File: src/rtl/cpu_run_monitor.sv
// Run-control and trace monitor for the single-cycle RISC-V core.
// Latency: every output is registered; an event sampled at edge N is visible right after edge N.
// Flow control: none. The monitor never stalls the core. In DONE/TIMEOUT it raises halt so that the core's clock enable can be gated.
//
// Ports:
//   clk, rst                 rising-edge clock, synchronous active-high reset (highest priority)
//   start, clear             run control pulses (IDLE->RUN, any state->IDLE with counters zeroed)
//   pc, pc_next              fetch stream, used to detect the loop back-edge
//   reg_we/reg_waddr/wdata   register-file write port, folded into reg_sig
//   mem_we/mem_addr/wdata    data-memory write port, folded into mem_sig
//   halt, status             run state (0=IDLE 1=RUN 2=DONE 3=TIMEOUT); halt = status[1]
//   loop_count, cycle_count  saturating back-edge and RUN-cycle counters
//   reg_sig, mem_sig         rotate-xor write signatures
//
// Build option: define RUN_MON_MEM_SIG_EN to enable the memory-write signature.
// When it is not defined, mem_sig reads 0 and the memory write port is ignored.
module cpu_run_monitor #(
    parameter int              XLEN           = 32,
    parameter logic [XLEN-1:0] LOOP_PC        = XLEN'(32'h0000100C),
    parameter logic [XLEN-1:0] LOOP_TARGET    = XLEN'(32'h00001000),
    parameter int              LOOP_LIMIT     = 10,
    parameter int              CNT_W          = 8,
    parameter int              TIMEOUT_CYCLES = 1000
) (
    input  logic             clk,
    input  logic             rst,
    input  logic             start,
    input  logic             clear,
    input  logic [XLEN-1:0]  pc,
    input  logic [XLEN-1:0]  pc_next,
    input  logic             reg_we,
    input  logic [4:0]       reg_waddr,
    input  logic [XLEN-1:0]  reg_wdata,
    input  logic             mem_we,
    input  logic [XLEN-1:0]  mem_addr,
    input  logic [XLEN-1:0]  mem_wdata,
    output logic             halt,
    output logic [1:0]       status,
    output logic [CNT_W-1:0] loop_count,
    output logic [31:0]      cycle_count,
    output logic [XLEN-1:0]  reg_sig,
    output logic [XLEN-1:0]  mem_sig
);

    typedef enum logic [1:0] {
        S_IDLE    = 2'd0,
        S_RUN     = 2'd1,
        S_DONE    = 2'd2,
        S_TIMEOUT = 2'd3
    } state_t;

    localparam logic [31:0] LIMIT_U   = 32'(LOOP_LIMIT);
    localparam logic [31:0] TIMEOUT_U = 32'(TIMEOUT_CYCLES);

    state_t           state_q;
    logic [CNT_W-1:0] loop_count_q;
    logic [31:0]      cycle_count_q;
    logic [XLEN-1:0]  reg_sig_q;

    // Candidate values for the current RUN cycle. The state decision uses
    // these (not the _q values) so that the cycle's own update counts.
    logic             back_edge;
    logic [CNT_W-1:0] loop_count_d;
    logic [31:0]      cycle_count_d;
    logic [XLEN-1:0]  reg_sig_d;

    always_comb begin
        back_edge     = (pc == LOOP_PC) && (pc_next == LOOP_TARGET);
        loop_count_d  = loop_count_q;
        cycle_count_d = cycle_count_q;
        reg_sig_d     = reg_sig_q;
        if (back_edge && (loop_count_q != {CNT_W{1'b1}})) begin
            loop_count_d = loop_count_q + 1'b1;
        end
        if (cycle_count_q != 32'hFFFF_FFFF) begin
            cycle_count_d = cycle_count_q + 32'd1;
        end
        // x0 is hard-wired zero in the core, so its writes carry no information.
        if (reg_we && (reg_waddr != 5'd0)) begin
            reg_sig_d = {reg_sig_q[XLEN-2:0], reg_sig_q[XLEN-1]}
                        ^ reg_wdata ^ XLEN'(reg_waddr);
        end
    end

    always_ff @(posedge clk) begin
        if (rst) begin
            state_q       <= S_IDLE;
            loop_count_q  <= '0;
            cycle_count_q <= '0;
            reg_sig_q     <= '0;
        end else if (clear) begin
            // Clear wins everywhere except that IDLE still honours start.
            state_q       <= (state_q == S_IDLE && start) ? S_RUN : S_IDLE;
            loop_count_q  <= '0;
            cycle_count_q <= '0;
            reg_sig_q     <= '0;
        end else begin
            case (state_q)
                S_IDLE: begin
                    if (start) begin
                        state_q <= S_RUN;
                    end
                end
                S_RUN: begin
                    loop_count_q  <= loop_count_d;
                    cycle_count_q <= cycle_count_d;
                    reg_sig_q     <= reg_sig_d;
                    // The loop limit is checked before the timeout, so a tie ends in DONE.
                    if (32'(loop_count_d) > LIMIT_U) begin
                        state_q <= S_DONE;
                    end else if (cycle_count_d == TIMEOUT_U) begin
                        state_q <= S_TIMEOUT;
                    end
                end
                default: begin
                    // DONE / TIMEOUT: sticky, everything frozen until clear.
                    state_q <= state_q;
                end
            endcase
        end
    end

`ifdef RUN_MON_MEM_SIG_EN
    logic [XLEN-1:0] mem_sig_q;

    always_ff @(posedge clk) begin
        if (rst || clear) begin
            mem_sig_q <= '0;
        end else if ((state_q == S_RUN) && mem_we) begin
            mem_sig_q <= {mem_sig_q[XLEN-2:0], mem_sig_q[XLEN-1]}
                         ^ mem_wdata ^ mem_addr;
        end
    end

    assign mem_sig = mem_sig_q;
`else
    logic unused_mem_port;
    assign unused_mem_port = ^{mem_we, mem_addr, mem_wdata};
    assign mem_sig = '0;
`endif

    assign status      = state_q;
    assign halt        = state_q[1];
    assign loop_count  = loop_count_q;
    assign cycle_count = cycle_count_q;
    assign reg_sig     = reg_sig_q;

endmodule

File: config.mk
export PLATFORM = sky130hd
export DESIGN_NAME = cpu_run_monitor
export DESIGN_NICKNAME = d
export VERILOG_FILES = /design/src/rtl/cpu_run_monitor.sv
export SDC_FILE = /design/constraint.sdc
export NUM_CORES = 1
export LEC_CHECK = 0
export BUFFER_PORTS_ARGS = -buffer_cell sky130_fd_sc_hd__buf_4
export CORE_AREA = 2 2 109 111
export CTS_CLUSTER_DIAMETER = 30
export DETAILED_ROUTE_END_ITERATION = 8
export DIE_AREA = 0 0 111 113
export GPL_TIMING_DRIVEN = 1
export PLACE_DENSITY = 0.81
export SYNTH_ARGS = -nofsm -noshare
export SYNTH_HDL_FRONTEND = slang
export SYNTH_SLANG_ARGS = --single-unit
export TNS_END_PERCENT = 100
File: constraint.sdc
create_clock -name clk -period 4.5 [get_ports clk]
set_input_delay 0.9 -clock clk [delete_from_list [all_inputs] [get_ports clk]]
set_output_delay 0.9 -clock clk [all_outputs]
set_load 0.05 [all_outputs]
==> flow_summary_export.csv, run 1 <==
group,metric,value,unit
run_status,outcome,"finished clean",
clock_network,clock_latency,0.33,ns
setup_path,cp-start-kind,"input port",
timing,rsz0062_at_grt,"no",
floorplanning,start_util,39.4,%
pwr,power_density,302,mW/mm2
placed_design,io_buffers,180,
hold_path,hold_depth,2,
routing,wl_per_cell,14.5,um
setup_path,cp-end-kind,"flip-flop",
yosys,synthCells,540,
setup_path,crit_path_end,"loop_count[5]$_SDFFE_PP0P_",
setup_path,critPathArrivalTime,3.15,ns
timing,tightestPinTransition,1.08,ns
clock_network,clock-sinks,74,
cells_and_area,stdcell_count,844,
timing,tns,0,ns
cells_and_area,fillers,1049,
floorplanning,fp-row-count,39,
routing,drtIter0Drc,238,
floorplanning,die_w,111,um
setup_path,rr_worst_depth,8,
clock_network,clockRootBuffer,"clkbuf_16",
setup_path,r2r-start,"cycle_count[0]$_SDFFE_PP0P_",
cells_and_area,multi_input_area,0.00259,mm2
cells_and_area,areaGrowthSynthToFinish,35.6,%
clock_network,path_clk_slew,0.06,ns
timing,setup_viol,0,
yosys,ys_seq_area_share,33.4,%
yosys,ys_warn_count,0,
cells_and_area,layout-drive-gt1-share,29.8,%
yosys,synth-edff-count,0,
hold_path,min_path_type,"flip-flop to flip-flop",
pwr,ir_drop,0.170,mV
flow_run,maxCapViolations,0,
cells_and_area,layout_commonest_cell,"buf_4",
grt,grt-ovfl-total,0,
cells_and_area,final_nets,869,
placed_design,dp_hpwl,9.40,mm
routing,drt-total-wl,12.2,mm
grt,grt_first_pass_wirelength,19.8,mm
placed_design,globalplace.congestion,0.894,
setup_path,r2r_end,"status[1]$_SDFFE_PP0P_",
setup_path,crit_path_max_fanout,6,
clock_network,htreeDepth,3,
timing,max_freq,0.337,GHz
yosys,synth-seq-cells,74,
clock_network,ctsHoldBuffers,0,
clock_network,cts_buffers,9,
pwr,leakage,2.39,nW
cells_and_area,antenna_cells,0,
routing,vias,4287,
floorplanning,dieHeight,113,um
yosys,ys_top_cells_by_area,"dfxtp_1 (33%), xnor2_1 (13%), nor2_1 (7.6%), buf_4 (6.1%), a211oi_1 (5.1%)",
routing,drc,0,
floorplanning,io_pins,278,
timing,slew_viol_final,0,
grt,grt_max_degree,74,
cells_and_area,final_cell_mix,"buf_4 (182), nor2_1 (90), dfxtp_1 (74), xnor2_1 (64)",
setup_path,crit_path_start,"pc[25]",
yosys,synth_area,0.00444,mm2
timing,whs,0.525,ns
cells_and_area,seq_area,0.00148,mm2
routing,ant_nets,0,
floorplanning,die_area,0.0125,mm2
yosys,synthFlopType,"dfxtp_1",
clock_network,cts.path.max_buffers,2,
clock_network,post-cts-setup-buffers,0,
grt,antenna_found_initial,0,
yosys,yosysTopAreaCell,"dfxtp_1",
routing,viasPerCell,5.08,
routing,firstDrtPassIters,4,
yosys,ys_async_sr_fraction,0,%
grt,grt_pass1_vias,3989,
timing,hold_violations,0,
placed_design,dp_cells,828,
floorplanning,coreArea,0.0113,mm2
clock_network,ctsResizeCount,0,
timing,period_minus_slack,2.96,ns
yosys,synth_top_area_share,33.4,%
timing,slew_headroom,27.7,%
setup_path,criticalPathCategory,"input port to flip-flop",
grt,gr-usage-all-layers,19.3,%
timing,fin_skew,0.00783,ns
clock_network,cts_tree,"built",
yosys,ys_types,56,
setup_path,rrSetupSlack,1.56,ns
setup_path,crit_required,4.69,ns
yosys,synth_area_per_cell,8.22,um2
timing,timing.final.crit_share,65.9,%
pwr,power,0.00182,W
==> cells by family (layout without fill, tap and decap cells) <==
family | Yosys count | after routing | share of synthesized area, %
AOI/OAI and AO/OA | 66 | 66 | 10.8
xor gates and xnor gates | 81 | 81 | 16.0
adders and majority gates | 2 | 2 | 0.564
buffers and inverters | 74 | 204 | 10.8
DFF | 74 | 74 | 33.4
muxes | 7 | 7 | 1.58
other | 1 | 32 | 0.0845
and+or+nand+nor | 235 | 235 | 26.8
==> cells in the mapped netlist (3+ instances only) <==
library cell	n
a211oi_1	30
a21oi_1	11
a311oi_1	3
and3_1	9
and4_1	6
buf_2	3
buf_4	36
buf_6	4
clkbuf_1	18
dfxtp_1	74
inv_1	6
mux2i_1	7
nand2_1	32
nand3_1	16
nand4_1	19
nor2_1	90
nor2b_1	5
nor3_1	14
nor4_1	19
nor4b_1	5
o21ai_0	6
or2_2	5
or3_1	4
xnor2_1	64
xor2_1	17
==> worst min-delay path by stage <==
stage	startpoint	endpoint
6_report	cycle_count[1]$_SDFFE_PP0P_	cycle_count[1]$_SDFFE_PP0P_
5_1_grt	reg_sig[16]$_SDFFE_PP0P_	reg_sig[16]$_SDFFE_PP0P_
4_1_cts	cycle_count[1]$_SDFFE_PP0P_	cycle_count[1]$_SDFFE_PP0P_
3_5_place_dp	cycle_count[1]$_SDFFE_PP0P_	cycle_count[1]$_SDFFE_PP0P_
3_3_place_gp	cycle_count[1]$_SDFFE_PP0P_	cycle_count[1]$_SDFFE_PP0P_
2_1_floorplan	cycle_count[1]$_SDFFE_PP0P_	cycle_count[1]$_SDFFE_PP0P_
==> flip-flops by register name (all words and copies together) (netlist names) <==
signal	cells
loop_count	8
cycle_count	32
reg_sig	32
status	2
==> per-stage QoR <==
step                      cell area (um2)  utilization, %  setup WS (ns)
after global placement               5640            50.1           1.20
final                                6020            53.4           1.54
after floorplan                      4550               -           1.72
after CTS                            6020            53.4           1.55
after detailed placement             5640            50.1           1.21
after global routing                 6020            53.4           1.27
==> area by class of cell <==
type / instances / area share [%]
Multi-Input combinational cell: 423 / 43.1
Sequential cell: 74 / 24.6
Timing Repair Buffer: 182 / 22.7
Clock buffer: 10 / 3.97
Tap cell: 143 / 2.97
Clock inverter: 6 / 2.27
Inverter: 6 / 0.374
==> power breakdown <==
part,total [W],leakage (nW),internal (W),switching (W)
logic,0.000250,1.61,0.0000998,0.000150
registers,0.000672,0.597,0.000663,0.00000884
clock network,0.000896,0.179,0.000615,0.000281
total,0.00182,2.39,0.00138,0.000439
==> critical path, stage by stage <==
cell and delay [ns]:
buf_4 0.11, nor4_1 0.44, nand4_1 0.18, or3_1 0.42, nor3_1 0.69, nand4_1 0.20, xor2_1 0.16, nor2_1 0.05
==> routing by layer <==
metal	track usage (%)	share of wire, %	up-vias
met5	0	0	-
met1	24.2	42	1938
met4	5.17	1.3	0
met3	5.25	7.8	18
li1	-	-	2144
met2	32.9	49	187
No activity file was read; power rests on OpenSTA's default activity.
==> run 2, diff against run 1 <==
--- a/config.mk
+++ b/config.mk
@@ -6,12 +6,12 @@
 export NUM_CORES = 1
 export LEC_CHECK = 0
 export BUFFER_PORTS_ARGS = -buffer_cell sky130_fd_sc_hd__buf_4
-export CORE_AREA = 2 2 109 111
+export CORE_AREA = 2 2 110 112
 export CTS_CLUSTER_DIAMETER = 30
 export DETAILED_ROUTE_END_ITERATION = 8
-export DIE_AREA = 0 0 111 113
+export DIE_AREA = 0 0 112 114
 export GPL_TIMING_DRIVEN = 1
-export PLACE_DENSITY = 0.81
+export PLACE_DENSITY = 0.83
 export SYNTH_ARGS = -nofsm -noshare
 export SYNTH_HDL_FRONTEND = slang
 export SYNTH_SLANG_ARGS = --single-unit
==> constraint.sdc (replaced) <==
create_clock -name clk -period 2.5 [get_ports clk]
set_input_delay 0.5 -clock clk [delete_from_list [all_inputs] [get_ports clk]]
set_output_delay 0.5 -clock clk [all_outputs]
set_load 0.05 [all_outputs]
==> run 2 against run 1 <==
  * Sequential share of layout area shrank 0.86 points
  * Critical path type unchanged
  * Setup slack worse by 1.4 ns
  * Register-to-register slack worse by 1.4 ns
  * Power is 68% higher
  * Hold slack worse by 0.18 ns
  * Critical endpoint is now status[1]$_SDFFE_PP0P_
  * Largest cell class unchanged
==> flow_summary_export.csv, run 2 (synthesized netlist as in run 1, its figures left out) <==
group,metric,value,unit
run_status,outcome,"finished clean",
cells_and_area,antenna_cells,0,
setup_path,cp_slowest_cell,"or3_1",
cells_and_area,stdcell_count,883,
flow_run,maxCapViolations,0,
floorplanning,dieHeight,114,um
pwr,power_density,481,mW/mm2
placed_design,dp_hpwl,9.46,mm
timing,whs,0.348,ns
setup_path,crit_chain,"buf_4 > nor4_1 > nand4_1 > or3_1 > o211a_1 > or3b_1 > a311oi_1 > a31o_1",
timing,slew_viol_final,0,
grt,grt_first_pass_wirelength,19.7,mm
clock_network,htreeDepth,3,
routing,drc,0,
timing,period_minus_slack,2.37,ns
clock_network,cts_tree,"built",
setup_path,crit_family,"simple AND/OR/NAND/NOR gates",
routing,vias,4384,
clock_network,path_clk_slew,0.06,ns
pwr,leakage,2.56,nW
clock_network,clock_latency,0.32,ns
floorplanning,coreArea,0.0117,mm2
cells_and_area,layout-drive-gt1-share,36.1,%
floorplanning,die_w,112,um
cells_and_area,layout_commonest_cell,"buf_4",
timing,timing.final.crit_share,94.7,%
timing,setup_viol,0,
floorplanning,start_util,37.9,%
cells_and_area,fillers,1091,
grt,grt-ovfl-total,0,
timing,max_freq,0.422,GHz
grt,antenna_found_initial,0,
setup_path,crit_path_max_fanout,4,
routing,wl_per_cell,14.0,um
clock_network,clockRootBuffer,"clkbuf_16",
routing,firstDrtPassIters,4,
placed_design,io_buffers,180,
floorplanning,io_pins,278,
grt,grt_pass1_vias,4133,
timing,tns,0,ns
setup_path,cpPeakStageDelay,0.41,ns
setup_path,criticalPathCategory,"input port to flip-flop",
floorplanning,fp-row-count,40,
clock_network,clock-sinks,74,
routing,ant_nets,0,
timing,hold_violations,0,
setup_path,critPathArrivalTime,2.63,ns
cells_and_area,areaGrowthSynthToFinish,42.7,%
placed_design,place_area,0.00593,mm2
routing,drt-total-wl,12.4,mm
cells_and_area,final_cell_mix,"buf_4 (216), nor2_1 (90), xnor2_1 (64), dfxtp_1 (60)",
routing,drtIter0Drc,244,
hold_path,min_path_type,"input port to flip-flop",
timing,rsz0062_at_grt,"no",
pwr,ir_drop,0.342,mV
floorplanning,die_area,0.0128,mm2
timing,fin_skew,0.00832,ns
setup_path,cp-start-kind,"input port",
setup_path,crit_required,2.76,ns
clock_network,cts_buffers,9,
timing,tightestPinTransition,0.767,ns
setup_path,cp_num_buf_inv,1,
routing,viasPerCell,4.96,
grt,gr-usage-all-layers,18.7,%
cells_and_area,post-route-util,54.0,%
placed_design,globalplace.congestion,0.891,
cells_and_area,final_nets,904,
placed_design,dp_cells,866,
clock_network,cts.path.max_buffers,2,
cells_and_area,fin_area,0.00633,mm2
clock_network,ctsHoldBuffers,0,
timing,slew_headroom,48.9,%
setup_path,cp-end-kind,"flip-flop",
grt,grt_max_degree,74,
==> run 2: through the flow <==
step	setup slack, ns	total power [W]
2_1_floorplan	0.000338	0.00154
3_3_place_gp	-0.225	0.00169
3_5_place_dp	-0.183	0.00169
4_1_cts	0.0427	0.00308
5_1_grt	0.00492	0.00316
6_report	0.132	0.00304
==> run 2: area by class of cell <==
type	count	area [um2]	share of cell area (%)
clock buffer	9	225	3.56
tap	147	184	2.91
sequential	74	1500	23.8
timing repair buffer	217	1640	25.9
clock inverter	7	92.6	1.46
inverter	6	22.5	0.356
multi-input combinational	423	2660	42.0
==> run 2: routing by layer <==
layer | vias up | global-route usage (%) | wire length [um]
li1 | 2203 | - | -
met1 | 2000 | 22.6 | 5230
met2 | 169 | 33.3 | 6140
met3 | 12 | 4.52 | 833
met4 | 0 | 5.04 | 147
met5 | - | 0 | 0
==> run 2: repair_timing <==
| action | CTS | global route |
|---|---|---|
| pin swaps | 1 | 10 |
| endpoints found under the hold margin | 0 | 0 |
| setup buffers | 0 | 1 |
| endpoints found under the setup margin | 1 | 1 |
| gates resized for setup | 3 | 9 |
==> run 2: final timing paths <==
kind | depth (start not counted) | from | slack, ns | endpoint
setup / recovery | 8 | pc_next[14] | 0.13 | status[1]$_SDFFE_PP0P_
hold / removal | 2 | rst | 0.35 | status[0]$_SDFFE_PP0P_
setup reg to reg | 8 | loop_count[0]$_SDFFE_PP0P_ | 0.13 | status[1]$_SDFFE_PP0P_
hold reg to reg | 2 | reg_sig[28]$_SDFFE_PP0P_ | 0.53 | reg_sig[28]$_SDFFE_PP0P_
==> run 2: power by group <==
| part | internal [W] | switching, W | total, W |
|---|---|---|---|
| clock network | 0.000872 | 0.000504 | 0.00138 |
| registers | 0.00119 | 0.0000139 | 0.00121 |
| logic | 0.000190 | 0.000273 | 0.000463 |
==> run 3, diff against run 2 <==
--- a/config.mk
+++ b/config.mk
@@ -6,12 +6,12 @@
 export NUM_CORES = 1
 export LEC_CHECK = 0
 export BUFFER_PORTS_ARGS = -buffer_cell sky130_fd_sc_hd__buf_4
-export CORE_AREA = 2 2 110 112
+export CORE_AREA = 2 2 109 111
 export CTS_CLUSTER_DIAMETER = 30
 export DETAILED_ROUTE_END_ITERATION = 8
-export DIE_AREA = 0 0 112 114
+export DIE_AREA = 0 0 111 113
 export GPL_TIMING_DRIVEN = 1
-export PLACE_DENSITY = 0.83
+export PLACE_DENSITY = 0.81
 export SYNTH_ARGS = -nofsm -noshare
 export SYNTH_HDL_FRONTEND = slang
 export SYNTH_SLANG_ARGS = --single-unit
==> constraint.sdc (replaced) <==
create_clock -name clk -period 2.45 [get_ports clk]
set_input_delay 0.49 -clock clk [delete_from_list [all_inputs] [get_ports clk]]
set_output_delay 0.49 -clock clk [all_outputs]
set_load 0.05 [all_outputs]
==> run 3 against run 2 <==
  * Register-to-register slack lost 0.05 ns
  * Die area fell by 1.8%
  * First-iteration DRC count shrank 11%
  * Count of clock-buffer cells in the layout up 1
  * Non-clock buffer count rose by 12
  * Setup slack got worse by 0.076 ns
  * Hold slack got worse by 0.016 ns
  * Sequential power hardly changed
  * Critical path depth rose by 1
  * Wire length increased by 7.9%
  * Power rose by 3.4%
  * Clock power rose by 4%
==> flow_summary_export.csv, run 3 (synthesized netlist as in run 1, its figures left out) <==
group,metric,value,unit
routing,wl_per_cell,15.0,um
setup_path,worst-path-stages,9,
routing,vias,4514,
setup_path,critPathArrivalTime,2.61,ns
grt,antenna_found_initial,1,
timing,timing.final.crit_share,97.7,%
floorplanning,die_area,0.0125,mm2
cells_and_area,antenna_cells,0,
placed_design,io_buffers,180,
floorplanning,start_util,39.4,%
pwr,ir_drop,0.325,mV
timing,setup_viol,0,
routing,firstDrtPassIters,4,
routing,dr_wl_met3,873,um
cells_and_area,areaGrowthSynthToFinish,46.1,%
routing,drtIter0Drc,218,
cells_and_area,layout-drive-gt1-share,38.6,%
setup_path,rr_worst_depth,8,
setup_path,crit_chain,"buf_4 > nor4_2 > buf_4 > nand4_1 > or2_2 > or4b_1 > or3b_4 > a311oi_2 > a31o_1",
clock_network,cts_tree,"built",
clock_network,htreeDepth,3,
placed_design,globalplace.congestion,0.883,
floorplanning,coreArea,0.0113,mm2
setup_path,rrSetupSlack,0.08,ns
clock_network,cts.path.max_buffers,2,
timing,whs,0.332,ns
setup_path,crit_top_cell,"buf_4",
grt,grt_first_pass_wirelength,20.9,mm
setup_path,crit_path_end,"status[1]$_SDFFE_PP0P_",
pwr,leakage,2.64,nW
setup_path,crit_path_max_fanout,4,
setup_path,cpPeakStageDelay,0.52,ns
grt,grt-ovfl-total,0,
pwr,power,0.00315,W
setup_path,cp_num_buf_inv,2,
grt,grt_max_degree,74,
timing,slew_headroom,47.3,%
floorplanning,fp-row-count,39,
setup_path,crit_required,2.67,ns
run_status,outcome,"finished clean",
clock_network,clockRootBuffer,"clkbuf_16",
routing,m1WireLength,5.35,mm
timing,fin_skew,0.00919,ns
routing,drc,0,
cells_and_area,fin_area,0.00648,mm2
clock_network,clock_latency,0.33,ns
setup_path,crit_family,"simple AND/OR/NAND/NOR gates",
setup_path,cp-start-kind,"input port",
routing,viasPerCell,5.07,
setup_path,cp_slowest_cell,"or4b_1",
timing,tightestPinTransition,0.791,ns
timing,period_minus_slack,2.39,ns
clock_network,cts_buffers,9,
placed_design,dp_hpwl,10.3,mm
cells_and_area,layout_commonest_cell,"buf_4",
flow_run,maxCapViolations,0,
floorplanning,dieHeight,113,um
setup_path,criticalPathCategory,"input port to flip-flop",
floorplanning,io_pins,278,
routing,met2_wirelength,6.90,mm
setup_path,r2r-start,"loop_count[1]$_SDFFE_PP0P_",
cells_and_area,final_cell_mix,"buf_4 (226), nor2_1 (90), xnor2_1 (64), dfxtp_1 (59)",
cells_and_area,final_nets,916,
timing,max_freq,0.418,GHz
timing,slew_viol_final,0,
clock_network,path_clk_slew,0.05,ns
setup_path,crit_path_start,"pc[16]",
hold_path,min_path_type,"input port to flip-flop",
clock_network,clock-sinks,74,
setup_path,r2r_end,"status[1]$_SDFFE_PP0P_",
grt,gr-usage-all-layers,20.7,%
clock_network,ctsHoldBuffers,0,
setup_path,cp-end-kind,"flip-flop",
grt,grt_pass1_vias,4225,
cells_and_area,fillers,1019,
placed_design,place_area,0.00604,mm2
floorplanning,die_w,111,um
routing,drt-total-wl,13.3,mm
routing,routed.top_layer,"met5",
routing,ant_nets,0,
pwr,power_density,486,mW/mm2
timing,hold_violations,0,
==> run 3: layer usage <==
layer	vias to the layer above	global-route usage, %
met3	20	5.25
met1	2084	24.4
met2	177	37.3
met4	2	5.75
met5	-	0
li1	2231	-
==> run 3: how the worst min path moves through the flow <==
stage	start	end	slack (ns)	cells after the start
floorplan	cycle_count[1]$_SDFFE_PP0P_	cycle_count[1]$_SDFFE_PP0P_	0.56	2
global placement	reg_sig[22]$_SDFFE_PP0P_	reg_sig[22]$_SDFFE_PP0P_	0.51	2
detailed placement	reg_sig[11]$_SDFFE_PP0P_	reg_sig[11]$_SDFFE_PP0P_	0.52	2
CTS	rst	status[0]$_SDFFE_PP0P_	0.32	2
global route	rst	status[0]$_SDFFE_PP0P_	0.34	2
finish	rst	status[0]$_SDFFE_PP0P_	0.33	2
==> run 3: power breakdown <==
group,total [W],switching [W],leakage [nW],internal (W)
sequential,0.00123,0.0000137,0.606,0.00121
combinational,0.000484,0.000287,1.88,0.000197
clock,0.00144,0.000515,0.159,0.000922
total,0.00315,0.000816,2.64,0.00233
==> run 3: per-stage QoR <==
| stage | instances | utilization, % | setup TNS, ns | setup WS, ns |
|---|---|---|---|---|
| 6_report | 891 | 57.5 | 0 | 0.0561 |
| 5_1_grt | 891 | 57.5 | -0.0383 | -0.0383 |
| 4_1_cts | 891 | 56.6 | 0 | 0.00395 |
| 3_5_place_dp | 875 | 53.5 | -1.44 | -0.362 |
| 3_3_place_gp | 875 | 53.5 | -1.38 | -0.365 |
| 2_1_floorplan | 571 | - | 0 | 0.0269 |
==> run 3: repair_timing <==
item | 4_1_cts | 5_1_grt
hold endpoints to repair | 0 | 0
pin swaps | 3 | 10
setup endpoints to repair | 1 | 2
gates resized for setup | 4 | 18
cloned | 0 | 0
buffers inserted | 0 | 0
==> run 3: cell type report <==
cell class | count | area (um2) | area share [%]
multi-input combinational | 423 | 2710 | 41.7
clock inverter | 6 | 87.6 | 1.35
timing repair buffer | 229 | 1740 | 26.8
inverter | 6 | 22.5 | 0.347
sequential | 74 | 1510 | 23.3
clock buffer | 10 | 239 | 3.69
tap | 143 | 179 | 2.76
==> run 3: worst register-to-register path: stages (launching register included) <==
cell	delay, ns
dfxtp_2	0.38
ha_2	0.24
a21bo_2	0.23
a2111o_1	0.40
a311o_1	0.38
nor3_2	0.14
or3b_4	0.18
a311oi_2	0.09
a31o_1	0.22
